--- src/rtl/addn_dec.sv ---
// addn_dec: two-stage pipelined binary/BCD adder-ALU.
// Valid/ready handshake on input and output sides.
module addn_dec #(
   parameter int WIDTH  = 8,
   parameter int DEC_EN = 1
) (
   input  logic             clk,
   input  logic             RST,
   input  logic             in_valid,
   output logic             in_ready,
   input  logic [WIDTH-1:0] I0,
   input  logic [WIDTH-1:0] I1,
   input  logic             CI,
   input  logic [2:0]       op,
   input  logic             D,
   output logic             out_valid,
   input  logic             out_ready,
   output logic [WIDTH-1:0] O,
   output logic             CO,
   output logic             V,
   output logic             N,
   output logic             Z,
   output logic [WIDTH-1:0] CARRY
);
   localparam int NIB = WIDTH / 4;

   logic [WIDTH-1:0] b_d, lg_d, cin_d, carry_d, res_d;
   logic [WIDTH:0]   sum_d;
   logic             arith_d, sub_d, dec_d, v_d;

   logic             s1_valid_q;
   logic [WIDTH-1:0] s1_res_q, s1_carry_q, s1_a_q, s1_b_q;
   logic             s1_co_q, s1_v_q, s1_ci_q, s1_dec_q, s1_sub_q;

   logic             s2_valid_q;
   logic [WIDTH-1:0] o_q, carry_q;
   logic             co_q, v_q, n_q, z_q;

   logic             s1_adv, s2_adv;
   logic [WIDTH-1:0] dec_o, o_d;
   logic [4:0]       dec_s;
   logic             dec_c, co_d;

   assign s2_adv   = !s2_valid_q || out_ready;
   assign s1_adv   = !s1_valid_q || s2_adv;
   assign in_ready = s1_adv;

   always_comb begin
      b_d     = '0;
      lg_d    = '0;
      arith_d = 1'b1;
      sub_d   = 1'b0;
      unique case (op)
         3'b000: b_d = I1;
         3'b001: begin
            b_d   = ~I1;
            sub_d = 1'b1;
         end
         3'b010: begin
            lg_d    = I0 & I1;
            arith_d = 1'b0;
         end
         3'b011: begin
            lg_d    = I0 | I1;
            arith_d = 1'b0;
         end
         3'b100: begin
            lg_d    = I0 ^ I1;
            arith_d = 1'b0;
         end
         3'b101: begin
            lg_d    = I0;
            arith_d = 1'b0;
         end
         3'b110: b_d = '0;
         3'b111: b_d = '1;
      endcase
   end

   // Carry into each bit recovered from the sum, then ripple carry-out.
   assign sum_d   = {1'b0, I0} + {1'b0, b_d} + {{WIDTH{1'b0}}, CI};
   assign cin_d   = sum_d[WIDTH-1:0] ^ I0 ^ b_d;
   assign carry_d = (I0 & b_d) | ((I0 ^ b_d) & cin_d);
   assign v_d     = (I0[WIDTH-1] == b_d[WIDTH-1]) &&
                    (sum_d[WIDTH-1] != I0[WIDTH-1]);
   assign res_d   = arith_d ? sum_d[WIDTH-1:0] : lg_d;
   assign dec_d   = (DEC_EN != 0) && D && (op[2:1] == 2'b00);

   always_ff @(posedge clk or posedge RST) begin
      if (RST) begin
         s1_valid_q <= 1'b0;
         s1_res_q   <= '0;
         s1_carry_q <= '0;
         s1_a_q     <= '0;
         s1_b_q     <= '0;
         s1_co_q    <= 1'b0;
         s1_v_q     <= 1'b0;
         s1_ci_q    <= 1'b0;
         s1_dec_q   <= 1'b0;
         s1_sub_q   <= 1'b0;
      end else if (s1_adv) begin
         s1_valid_q <= in_valid;
         if (in_valid) begin
            s1_res_q   <= res_d;
            s1_carry_q <= arith_d ? carry_d : '0;
            s1_a_q     <= I0;
            s1_b_q     <= b_d;
            s1_co_q    <= arith_d & sum_d[WIDTH];
            s1_v_q     <= arith_d & v_d;
            s1_ci_q    <= CI;
            s1_dec_q   <= dec_d;
            s1_sub_q   <= sub_d;
         end
      end
   end

   // Nibble-serial BCD correction on the registered operands.
   always_comb begin
      dec_o = '0;
      dec_c = s1_ci_q;
      dec_s = '0;
      for (int k = 0; k < NIB; k++) begin
         dec_s = {1'b0, s1_a_q[4*k +: 4]} +
                 {1'b0, s1_b_q[4*k +: 4]} + {4'b0, dec_c};
         if (s1_sub_q) begin
            dec_c = dec_s[4];
            dec_o[4*k +: 4] = dec_c ? dec_s[3:0]
                                    : dec_s[3:0] - 4'd6;
         end else if (dec_s > 5'd9) begin
            dec_c = 1'b1;
            dec_o[4*k +: 4] = dec_s[3:0] + 4'd6;
         end else begin
            dec_c = 1'b0;
            dec_o[4*k +: 4] = dec_s[3:0];
         end
      end
   end

   assign o_d  = s1_dec_q ? dec_o : s1_res_q;
   assign co_d = s1_dec_q ? dec_c : s1_co_q;

   always_ff @(posedge clk or posedge RST) begin
      if (RST) begin
         s2_valid_q <= 1'b0;
         o_q        <= '0;
         carry_q    <= '0;
         co_q       <= 1'b0;
         v_q        <= 1'b0;
         n_q        <= 1'b0;
         z_q        <= 1'b0;
      end else if (s2_adv) begin
         s2_valid_q <= s1_valid_q;
         if (s1_valid_q) begin
            o_q     <= o_d;
            carry_q <= s1_carry_q;
            co_q    <= co_d;
            v_q     <= s1_v_q;
            n_q     <= o_d[WIDTH-1];
            z_q     <= (o_d == '0);
         end
      end
   end

   assign out_valid = s2_valid_q;
   assign O         = o_q;
   assign CO        = co_q;
   assign V         = v_q;
   assign N         = n_q;
   assign Z         = z_q;
   assign CARRY     = carry_q;
endmodule

--- config.mk ---
export PLATFORM = sky130hd
export DESIGN_NAME = addn_dec
export DESIGN_NICKNAME = d
export VERILOG_FILES = /design/src/rtl/addn_dec.sv
export SDC_FILE = /design/constraint.sdc
export NUM_CORES = 1
export LEC_CHECK = 0
export ABC_AREA = 1
export CORE_MARGIN = 3
export CORE_UTILIZATION = 65
export CTS_CLUSTER_DIAMETER = 40
export DETAILED_ROUTE_END_ITERATION = 10
export DONT_BUFFER_PORTS = 1
export PLACE_DENSITY = 0.84
export SLEW_MARGIN = 20
export SYNTH_ARGS = -nofsm -noshare
export SYNTH_HDL_FRONTEND = slang
export SYNTH_SLANG_ARGS = --single-unit
--- constraint.sdc ---
create_clock -name clk -period 6.8 [get_ports clk]
set_input_delay 1.36 -clock clk [delete_from_list [all_inputs] [get_ports clk]]
set_output_delay 1.36 -clock clk [all_outputs]
set_load 0.01 [all_outputs]
==> run summary, run 1 <==
Initial antenna violation count -> 0
Worst slew margin -> 0.4100
#FFs+latches synth -> 58
NumNets Final -> 591
Fill count -> 443
First-pass DRT Iterations -> 5
Largest net degree at the start of global routing -> 43
Fin. Hold Viols -> 0
Max cap viols -> 0
Critical path peak fanout -> 5
Max Clk Rate -> 225.3 MHz
VDD IR-drop max -> 0.1773 mV
Area of the multi-input gates -> 0.002100 sq mm
Worst Tran Pin Value -> 0.8828 ns
CORE AREA -> 0.005675 sq mm
Post-CTS sizing -> 0
M2 GR Usage -> 0.4591
# setup viols final -> 0
Final std cells w/o fill -> 603
First-pass GRT wire length -> 16,260 um
Layout cells sized above 1 -> 0.04520
Largest area contributor in the netlist -> dfrtp_1
DP HPWL -> 7213 um
Synth top area cells -> dfrtp_1, nand2_1, ha_1
Synth Net Count -> 590
Post-route cell area -> 0.004197 sq mm
Sequential share of the synthesized area -> 0.3693
Area growth syn-to-layout -> 6.781%
Critical path class -> reg2reg
Reg area -> 0.001451 sq mm
Fin Clk Skew -> 0.009979 ns
Setup TNS -> 0 ns
Most frequent cell after synthesis -> nand2_1
CP Launch Point -> s1_a_q[0]$_DFFE_PP0P_
Vias -> 3,450
Reg2reg start -> s1_a_q[0]$_DFFE_PP0P_
Post-synth EDFFs -> 0
Gr busiest metal -> met2
Reg2Reg Setup Slack -> 2.36 ns
YS warnings -> 0
Period utilisation layout -> 0.6527
Post-Syn Area -> 0.003930 sq mm
# port buffers -> 0
Clk buf depth -> 2
Skew-Pair Late Insertion Delay -> 0.33 ns
GRT Resource Usage Total -> 0.2882
Final period demand of the worst path -> 4.438 ns
Placed instance count -> 587
Starting DRT DRC Count -> 235
Final GP Congestion -> 0.9508
Clock Tree Root -> clkbuf_8
Clock slew at reported path FFs -> 0.07 ns
Crit path DAT -> 4.66 ns
DRC Markers -> 0
CTS Buf Count -> 9
Startpoint Class -> register
RSZ-0062 raised after global routing -> false
Post-synth top area share -> 0.3693
Hold_ws -> 0.4967 ns
Met1 Track Usage GR -> 0.3807
Outcome -> completed
PwrDens -> 302.2 mW/mm^2
HP Start -> s1_b_q[3]$_DFFE_PP0P_
N_diodes -> 0
TritonCTS clock tree -> done
Total gr overflow -> 0
H-tree depth -> 3
Avg Synthesized Cell Area -> 7.486 sq um
Rows -> 27
Die span in x -> 83.76 um
Hold_buf cts -> 0
Met3 usage -> 0.07009
Primary FF master, synth -> dfrtp_1
Mapped Cells -> 525
Die Y-Extent -> 83.76 um
CP required -> 7.02 ns
Total length of routed wires -> 9439 um
Setup bufs post-CTS -> 0
Hold Path Class -> reg2reg
Slew Viols, Final -> 0
Post-synth top cells -> nand2_1, inv_1, dfrtp_1
Async set or reset register ratio after synthesis -> 1.000
Clock sinks -> 58
Number of global-route vias before repair -> 3,438
Post-DRT Antenna Nets -> 0
Die area -> 0.007015 sq mm
P_leak -> 2.254 nW
Design Power -> 0.001268 W
CP Capture Type -> register
Vias per cell -> 5.721
Io pins -> 47
Synth cell types -> 32
Initial Util -> 0.6925
Placed cell area -> 0.003968 sq mm
Routed WL per cell -> 15.65 um
==> area by class of cell <==
cell class | instances | area share
multi-input cells | 372 | 0.5003
well taps | 72 | 0.02147
inverters | 83 | 0.07424
clock inverters | 4 | 0.01759
clock buffers | 12 | 0.03697
flip-flops and latches | 58 | 0.3459
repair buffers | 2 | 0.003578
==> state kept, by name, indices dropped and copies added, names as in the netlist <==
| name | count |
|---|---|
| V | 1 |
| Z | 1 |
| s1_res_q | 8 |
| CARRY | 8 |
| s1_b_q | 8 |
| s1_dec_q | 1 |
| out_valid | 1 |
| CO | 1 |
| s1_carry_q | 8 |
| s1_v_q | 1 |
| s1_a_q | 8 |
| s1_co_q | 1 |
| s1_valid_q | 1 |
| s1_sub_q | 1 |
| s1_ci_q | 1 |
| O | 8 |
==> power by group <==
group | switching, W | internal (W)
Clock | 0.000138 | 0.000227
Combinational | 0.000273 | 0.000148
Sequential | 0.0000662 | 0.000417
Total | 0.000477 | 0.000791
==> worst max-delay path, cell delays in order, from the launching register on <==
cell	delay, ns
dfrtp_1	0.40
fa_1	0.46
fa_1	0.44
xnor2_1	0.32
ha_1	0.23
inv_1	0.06
a21oi_1	0.12
a21oi_1	0.06
nand2_1	0.11
nand2_2	0.08
nand2_1	0.08
fa_1	0.16
inv_1	0.06
fa_1	0.55
inv_1	0.08
ha_1	0.19
nand2_1	0.06
nand2_1	0.05
a21oi_1	0.12
nand2_1	0.14
nand3_1	0.13
nand2_1	0.07
nand2_1	0.06
nand3_1	0.08
nand2_1	0.09
nor2_1	0.04
nand2_1	0.06
nand2_1	0.04
==> kinds of logic (layout without fill, tap and decap cells) <==
logic type,count (synthesis),count (layout),synth area share
adder cells (fa/ha/maj),40,40,0.1388
flip-flops,58,58,0.3693
multiplexers,1,1,0.002547
XOR/XNOR,7,7,0.01560
AND/OR/NAND/NOR,218,218,0.2289
buffers and inverters,95,101,0.09647
AO/OA/AOI/OAI,106,106,0.1484
==> metrics by stage <==
| stage | util | worst slack, ns |
|---|---|---|
| after floorplan | - | 2.770 |
| after global placement | 0.6991 | 2.577 |
| after CTS | 0.7394 | 2.403 |
| final | 0.7394 | 2.362 |
| after detailed placement | 0.6991 | 2.415 |
| after global routing | 0.7394 | 1.901 |
==> routing by layer <==
layer  part of all wire  vias up
li1                   -     1706
met1               0.44     1599
met2               0.46      117
met3              0.067       28
met4              0.032        0
met5                  0        -
==> cell usage in the layout, fill, tap and decap left out, drive strengths merged, types with 3 or more instances in the layout <==
cell type	count
a21oi	27
a221oi	5
a31oi	5
clkbuf	12
clkinv	3
dfrtp	58
fa	6
ha	34
inv	82
nand2	140
nand3	33
nor2	33
nor3	8
o211ai	3
o21ai	57
o22ai	5
xnor2	3
xor2	4
==> final timing paths <==
check / cells past startpoint / to
max: 27 / Z$_DFFE_PP0P_
min: 2 / s1_b_q[3]$_DFFE_PP0P_
max reg2reg: 27 / Z$_DFFE_PP0P_
min reg2reg: 2 / s1_b_q[3]$_DFFE_PP0P_
max in group asynchronous: 2 / s1_b_q[5]$_DFFE_PP0P_
min in group asynchronous: 1 / O[0]$_DFFE_PP0P_
(Power assumes the default switching activity.)
==> inputs of run 2 (changes only) <==
--- a/config.mk
+++ b/config.mk
@@ -7,11 +7,11 @@
 export LEC_CHECK = 0
 export ABC_AREA = 1
 export CORE_MARGIN = 3
-export CORE_UTILIZATION = 65
+export CORE_UTILIZATION = 58
 export CTS_CLUSTER_DIAMETER = 40
 export DETAILED_ROUTE_END_ITERATION = 10
 export DONT_BUFFER_PORTS = 1
-export PLACE_DENSITY = 0.84
+export PLACE_DENSITY = 0.79
 export SLEW_MARGIN = 20
 export SYNTH_ARGS = -nofsm -noshare
 export SYNTH_HDL_FRONTEND = slang
==> constraint.sdc (replaced) <==
create_clock -name clk -period 3.78 [get_ports clk]
set_input_delay 0.756 -clock clk [delete_from_list [all_inputs] [get_ports clk]]
set_output_delay 0.756 -clock clk [all_outputs]
set_load 0.01 [all_outputs]
==> run 2 against run 1 <==
  * Setup slack got worse by 2.6 ns
  * Clock skew shrank 0.0025 ns
  * Combinational power increased to 2.5 times the previous value
  * Critical endpoint unchanged
  * Die area rose by 11%
  * The run now ends with setup timing left
  * Clock power rose by 81%
==> run summary, run 2 (synthesis results as in run 1) <==
H-tree depth -> 3 (unchanged)
Place WS -> -0.3302 ns (-2.745 ns)
First-pass DRT Iterations -> 5 (unchanged)
Fill count -> 487 (+9.9%)
Design Power -> 0.002601 W (+110%)
Io pins -> 47 (unchanged)
Area of the multi-input gates -> 0.002230 sq mm (+6.2%)
CP required -> 4.06 ns (-2.96 ns)
Most common cell after layout, fill and taps aside -> nand2_1
Slew Viols, Final -> 0 (unchanged)
Routed WL per cell -> 16.26 um (+3.8%)
Largest net degree at the start of global routing -> 42 (-2.3%)
CORE AREA -> 0.006459 sq mm (+14%)
Period utilisation layout -> 1.070 (+0.4170)
Failing checks -> setup timing
Die span in x -> 88.32 um (+5.4%)
DRC Markers -> 0 (unchanged)
Clock sinks -> 58 (unchanged)
P_leak -> 2.362 nW (+4.8%)
Max stage delay cell, worst path -> fa_2
Outcome -> complete, but fails checks
GRT Resource Usage Total -> 0.2742 (-0.01405)
Worst slew margin -> 0.3992 (-0.01084)
Initial Util -> 0.6085 (-0.08398)
Crit path DAT -> 4.32 ns (-0.34 ns)
DP HPWL -> 7311 um (+1.4%)
Clock slew at reported path FFs -> 0.07 ns (about the same)
N_diodes -> 0 (unchanged)
Max Clk Rate -> 247.3 MHz (+9.8%)
Initial antenna violation count -> 0 (unchanged)
Critical path peak fanout -> 5 (unchanged)
Fin. Hold Viols -> 0 (unchanged)
Final std cells w/o fill -> 630 (+4.5%)
Fin Clk Skew -> 0.007529 ns (-0.002450 ns)
Layout cells sized above 1 -> 0.1429 (+0.09766)
First-pass GRT wire length -> 16,390 um (+0.76%)
Die Y-Extent -> 88.32 um (+5.4%)
Reg2Reg Setup Slack -> -0.26 ns (-2.63 ns)
Top delay family on crit path -> adder cells
Hold_ws -> 0.3651 ns (-0.1317 ns)
# setup viols final -> 4 (+4)
Core Util, Final -> 0.6966 (-0.04279)
Number of global-route vias before repair -> 3,533 (+2.8%)
PwrDens -> 578.2 mW/mm^2 (+91%)
Critical path class -> reg2reg
Vias -> 3,692 (+7.0%)
Crit-path max cell delay -> 0.44 ns (-0.11 ns)
Clk buf depth -> 2 (unchanged)
Worst Tran Pin Value -> 0.8990 ns (+0.01623 ns)
CTS Buf Count -> 9 (unchanged)
Most frequent cells in the layout -> nand2_1, inv_1, dfrtp_1, o21ai_0, nor2_1
Hold Path Class -> in2async
CP most frequent cell -> nand2_1
Max cap viols -> 0 (unchanged)
Clock Tree Root -> clkbuf_8
Final GP Congestion -> 0.9317 (-2.0%)
TritonCTS clock tree -> done
Total length of routed wires -> 10,240 um (+8.5%)
Starting DRT DRC Count -> 311 (+32%)
Placed instance count -> 603 (+2.7%)
Post-DRT Antenna Nets -> 0 (unchanged)
Skew-Pair Late Insertion Delay -> 0.34 ns (about the same)
Area growth syn-to-layout -> 14.49%
WP buf/inv -> 3 (unchanged)
Reg area -> 0.001451 sq mm (unchanged)
VDD IR-drop max -> 0.2923 mV (+65%)
Rows -> 29 (+7.4%)
Total gr overflow -> 0 (unchanged)
Die area -> 0.007800 sq mm (+11%)
CP Capture Type -> register
Final period demand of the worst path -> 4.044 ns (-0.3949 ns)
Startpoint Class -> register
# port buffers -> 0 (unchanged)
RSZ-0062 raised after global routing -> true
Vias per cell -> 5.860 (+2.4%)
Worst Setup Slack, final -> -0.2635 ns (-2.625 ns)
NumNets Final -> 613 (+3.7%)
[run 2: cell count changes in the layout (fill, tap and decap cells not counted), moves of 4 or more]
cell     change
ha_1         -4
nand2_1      -8
a21oi_2      +4
fa_1         -4
inv_1        -6
a21oi_1      -4
inv_2        +6
buf_4       +21
nand2_2      +8
fa_2         +4
[run 2: cell type report]
type | count | area share
Tap cell | 77 | 0.02141
Clock buffer | 10 | 0.03059
Inverter | 83 | 0.06924
Clock inverter | 6 | 0.01974
Multi-Input combinational cell | 372 | 0.4956
Sequential cell | 58 | 0.3226
Timing Repair Buffer | 24 | 0.04088
[run 2: repair_timing]
action | in CTS | in global routing
endpoints found under the setup margin | 5 | 5
hold buffers | 0 | 0
gates cloned | 0 | 0
setup buffers | 6 | 5
pin swaps | 15 | 7
resized for setup | 9 | 17
[run 2: report_power, final]
group / internal, W / switching (W)
clock network: 0.000390 / 0.000269
logic: 0.000454 / 0.000617
registers: 0.000750 / 0.000122
total: 0.00159 / 0.00101
[run 2: worst paths after layout]
path | endpoint | start | cells past startpoint
setup / recovery | Z$_DFFE_PP0P_ | s1_ci_q$_DFFE_PP0P_ | 27
hold / removal | Z$_DFFE_PP0P_ | RST | 1
setup reg to reg | Z$_DFFE_PP0P_ | s1_ci_q$_DFFE_PP0P_ | 27
hold reg to reg | s1_b_q[3]$_DFFE_PP0P_ | s1_b_q[3]$_DFFE_PP0P_ | 2
max in group asynchronous | s1_a_q[1]$_DFFE_PP0P_ | RST | 2
min in group clk | s1_b_q[3]$_DFFE_PP0P_ | s1_b_q[3]$_DFFE_PP0P_ | 2
[run 2: metrics by stage]
step | area, sq um | TNS (ns)
finish | 4499 | -0.8210
global route | 4499 | -1.807
CTS | 4403 | -0.4570
detailed placement | 4105 | -0.9795
global placement | 4105 | -0.4356
floorplan | 3979 | -0.2242
[run 2: per-layer routing]
metal  vias up  global-route usage  share of wire
met1      1759              0.3456           0.42
li1       1753                   -              -
met5         -                   0              0
met3        31             0.07542          0.076
met2       149              0.4371           0.47
met4         0              0.1305          0.040
==> inputs of run 3 (changes only) <==
--- a/config.mk
+++ b/config.mk
@@ -7,11 +7,11 @@
 export LEC_CHECK = 0
 export ABC_AREA = 1
 export CORE_MARGIN = 3
-export CORE_UTILIZATION = 58
+export CORE_UTILIZATION = 64
 export CTS_CLUSTER_DIAMETER = 40
 export DETAILED_ROUTE_END_ITERATION = 10
 export DONT_BUFFER_PORTS = 1
-export PLACE_DENSITY = 0.79
+export PLACE_DENSITY = 0.83
 export SLEW_MARGIN = 20
 export SYNTH_ARGS = -nofsm -noshare
 export SYNTH_HDL_FRONTEND = slang
==> constraint.sdc (replaced) <==
create_clock -name clk -period 4.3 [get_ports clk]
set_input_delay 0.86 -clock clk [delete_from_list [all_inputs] [get_ports clk]]
set_output_delay 0.86 -clock clk [all_outputs]
set_load 0.01 [all_outputs]
==> run 3 against run 2 <==
  * The run now ends clean
  * Cell count decreased by 2.7%
  * Setup slack improved by 0.43 ns
  * Fmax decreased by 2.3%
  * Non-clock buffer count decreased by 12
  * First-iteration DRC count decreased by 6.8%
  * Worst hold slack got worse by 0.088 ns
  * Sequential share of layout area increased by 1.1 points
  * Via count decreased by 1.2%
  * Register-to-register slack improved by 0.43 ns
  * Count of clock-buffer cells in the layout increased by 1
  * Clock skew increased by 0.0018 ns
==> run summary, run 3 (synthesis results as in run 1) <==
Worst Tran Pin Value -> 0.8502 ns (-0.04883 ns)
CP Capture Type -> register
Die span in x -> 84.36 um (-4.5%)
Initial Util -> 0.6884 (+0.07988)
Hold_ws -> 0.2772 ns (-0.08784 ns)
GRT Resource Usage Total -> 0.2981 (+0.02387)
Final period demand of the worst path -> 4.138 ns (+0.09425 ns)
Area growth syn-to-layout -> 10.73%
Hold Path Class -> in2async
Skew-Pair Late Insertion Delay -> 0.34 ns (about the same)
Hold_buf cts -> 0 (unchanged)
Total gr overflow -> 0 (unchanged)
CTS Buf Count -> 9 (unchanged)
Slew Viols, Final -> 0 (unchanged)
Largest net degree at the start of global routing -> 53 (+26%)
Post-route cell area -> 0.004352 sq mm (-3.3%)
Critical path peak fanout -> 5 (unchanged)
Clock sinks -> 58 (unchanged)
P_leak -> 2.321 nW (-1.7%)
Most frequent cells in the layout -> nand2_1, inv_1, dfrtp_1, o21ai_0
Critical path class -> reg2reg
Max cap viols -> 0 (unchanged)
Rows -> 27 (-6.9%)
H-tree depth -> 3 (unchanged)
Post-DRT Antenna Nets -> 0 (unchanged)
First-pass DRT Iterations -> 5 (unchanged)
Layout cells sized above 1 -> 0.09057 (-0.05228)
Clk buf depth -> 2 (unchanged)
Starting DRT DRC Count -> 290 (-6.8%)
Routed WL per cell -> 16.79 um (+3.3%)
Worst slew margin -> 0.4318 (+0.03264)
Final GP Congestion -> 0.9539 (+2.4%)
Initial antenna violation count -> 0 (unchanged)
# port buffers -> 0 (unchanged)
Placed cell area -> 0.003990 sq mm (-2.8%)
CP required -> 4.55 ns (+0.49 ns)
Die Y-Extent -> 84.36 um (-4.5%)
Startpoint Class -> register
Die area -> 0.007117 sq mm (-8.8%)
Most common cell after layout, fill and taps aside -> nand2_1
Fin. Hold Viols -> 0 (unchanged)
Clock Tree Root -> clkbuf_8
Crit path DAT -> 4.39 ns (+0.07 ns)
NumNets Final -> 601 (-2.0%)
DP HPWL -> 7415 um (+1.4%)
Clock slew at reported path FFs -> 0.07 ns (about the same)
N_diodes -> 0 (unchanged)
Period utilisation layout -> 0.9623 (-0.1074)
Max Clk Rate -> 241.7 MHz (-2.3%)
Vias -> 3,648 (-1.2%)
TritonCTS clock tree -> done
Total length of routed wires -> 10,300 um (+0.53%)
VDD IR-drop max -> 0.2891 mV (-1.1%)
# setup viols final -> 0 (-4)
CORE AREA -> 0.005709 sq mm (-12%)
Outcome -> completed
Vias per cell -> 5.951 (+1.5%)
First-pass GRT wire length -> 16,830 um (+2.7%)
Place WS -> -0.03427 ns (+0.2959 ns)
Number of global-route vias before repair -> 3,595 (+1.8%)
Io pins -> 47 (unchanged)
DRC Markers -> 0 (unchanged)
Fin Clk Skew -> 0.009324 ns (+0.001795 ns)
Worst Setup Slack, final -> 0.1622 ns (+0.4258 ns)
PwrDens -> 512.6 mW/mm^2 (-11%)
## run 3: per-layer routing
layer | global-route usage | routed length [um] | up-vias
li1 | - | - | 1723
met1 | 0.3697 | 4001 | 1671
met2 | 0.4706 | 4791 | 207
met3 | 0.09715 | 1077 | 47
met4 | 0.1453 | 424 | 0
met5 | 0 | 0 | -
## run 3: what timing repair did
item,CTS,global route
gates resized for setup,2,14
cloned,0,0
endpoints found under the setup margin,1,5
setup buffers,3,4
pin swaps,3,8
## run 3: power by group
part | internal, W | leakage [nW] | switching, W
clock | 0.000459 | 0.134 | 0.000217
combinational | 0.000302 | 1.45 | 0.000482
sequential | 0.000660 | 0.734 | 0.000112
total | 0.00142 | 2.32 | 0.000811
## run 3: path summary, 6_finish.rpt
check | start | cells after the start | slack [ns] | end
worst max-delay path | s1_ci_q$_DFFE_PP0P_ | 24 | 0.16 | CO$_DFFE_PP0P_
worst min-delay path | RST | 1 | 0.28 | O[0]$_DFFE_PP0P_
worst max register to register | s1_ci_q$_DFFE_PP0P_ | 24 | 0.16 | CO$_DFFE_PP0P_
worst min register to register | s1_b_q[7]$_DFFE_PP0P_ | 2 | 0.49 | s1_b_q[7]$_DFFE_PP0P_
max in group asynchronous | RST | 2 | 3.14 | s1_b_q[0]$_DFFE_PP0P_
min in group clk | s1_b_q[7]$_DFFE_PP0P_ | 2 | 0.49 | s1_b_q[7]$_DFFE_PP0P_
## run 3: final cells by class
| cell class | instances | area (sq um) |
|---|---|---|
| clock buffer | 11 | 141.4 |
| clock inverter | 5 | 125.1 |
| fill | 427 | 1358 |
| inverter | 83 | 311.5 |
| multi-input combinational | 372 | 2142 |
| sequential | 58 | 1451 |
| tap | 72 | 90.09 |
| timing repair buffer | 12 | 90.09 |
## run 3: metrics by stage
stage	utilization	std cells	power, W	setup TNS [ns]
after floorplan	-	525	0.001283	0
final	0.7622	613	0.002231	0
after CTS	0.7504	609	0.002149	0
after global placement	0.6989	590	0.001406	0
after global routing	0.7622	613	0.002373	-0.05248
after detailed placement	0.6989	590	0.001444	-0.03427
## run 3: worst max-delay path, cell delays in order (launching register included)
cell	delay (ns)
dfrtp_1	0.40
fa_2	0.41
fa_2	0.41
xnor2_2	0.23
ha_2	0.23
inv_2	0.04
a21oi_1	0.11
a21oi_1	0.05
nand2_1	0.11
nand2_2	0.07
nand2_1	0.08
fa_2	0.19
inv_2	0.04
fa_2	0.54
inv_2	0.04
ha_2	0.16
nand2_1	0.06
nand2_1	0.06
a21oi_1	0.15
nand2_2	0.12
buf_4	0.15
buf_4	0.12
nand2_1	0.05
nand2_1	0.05
a21oi_1	0.17
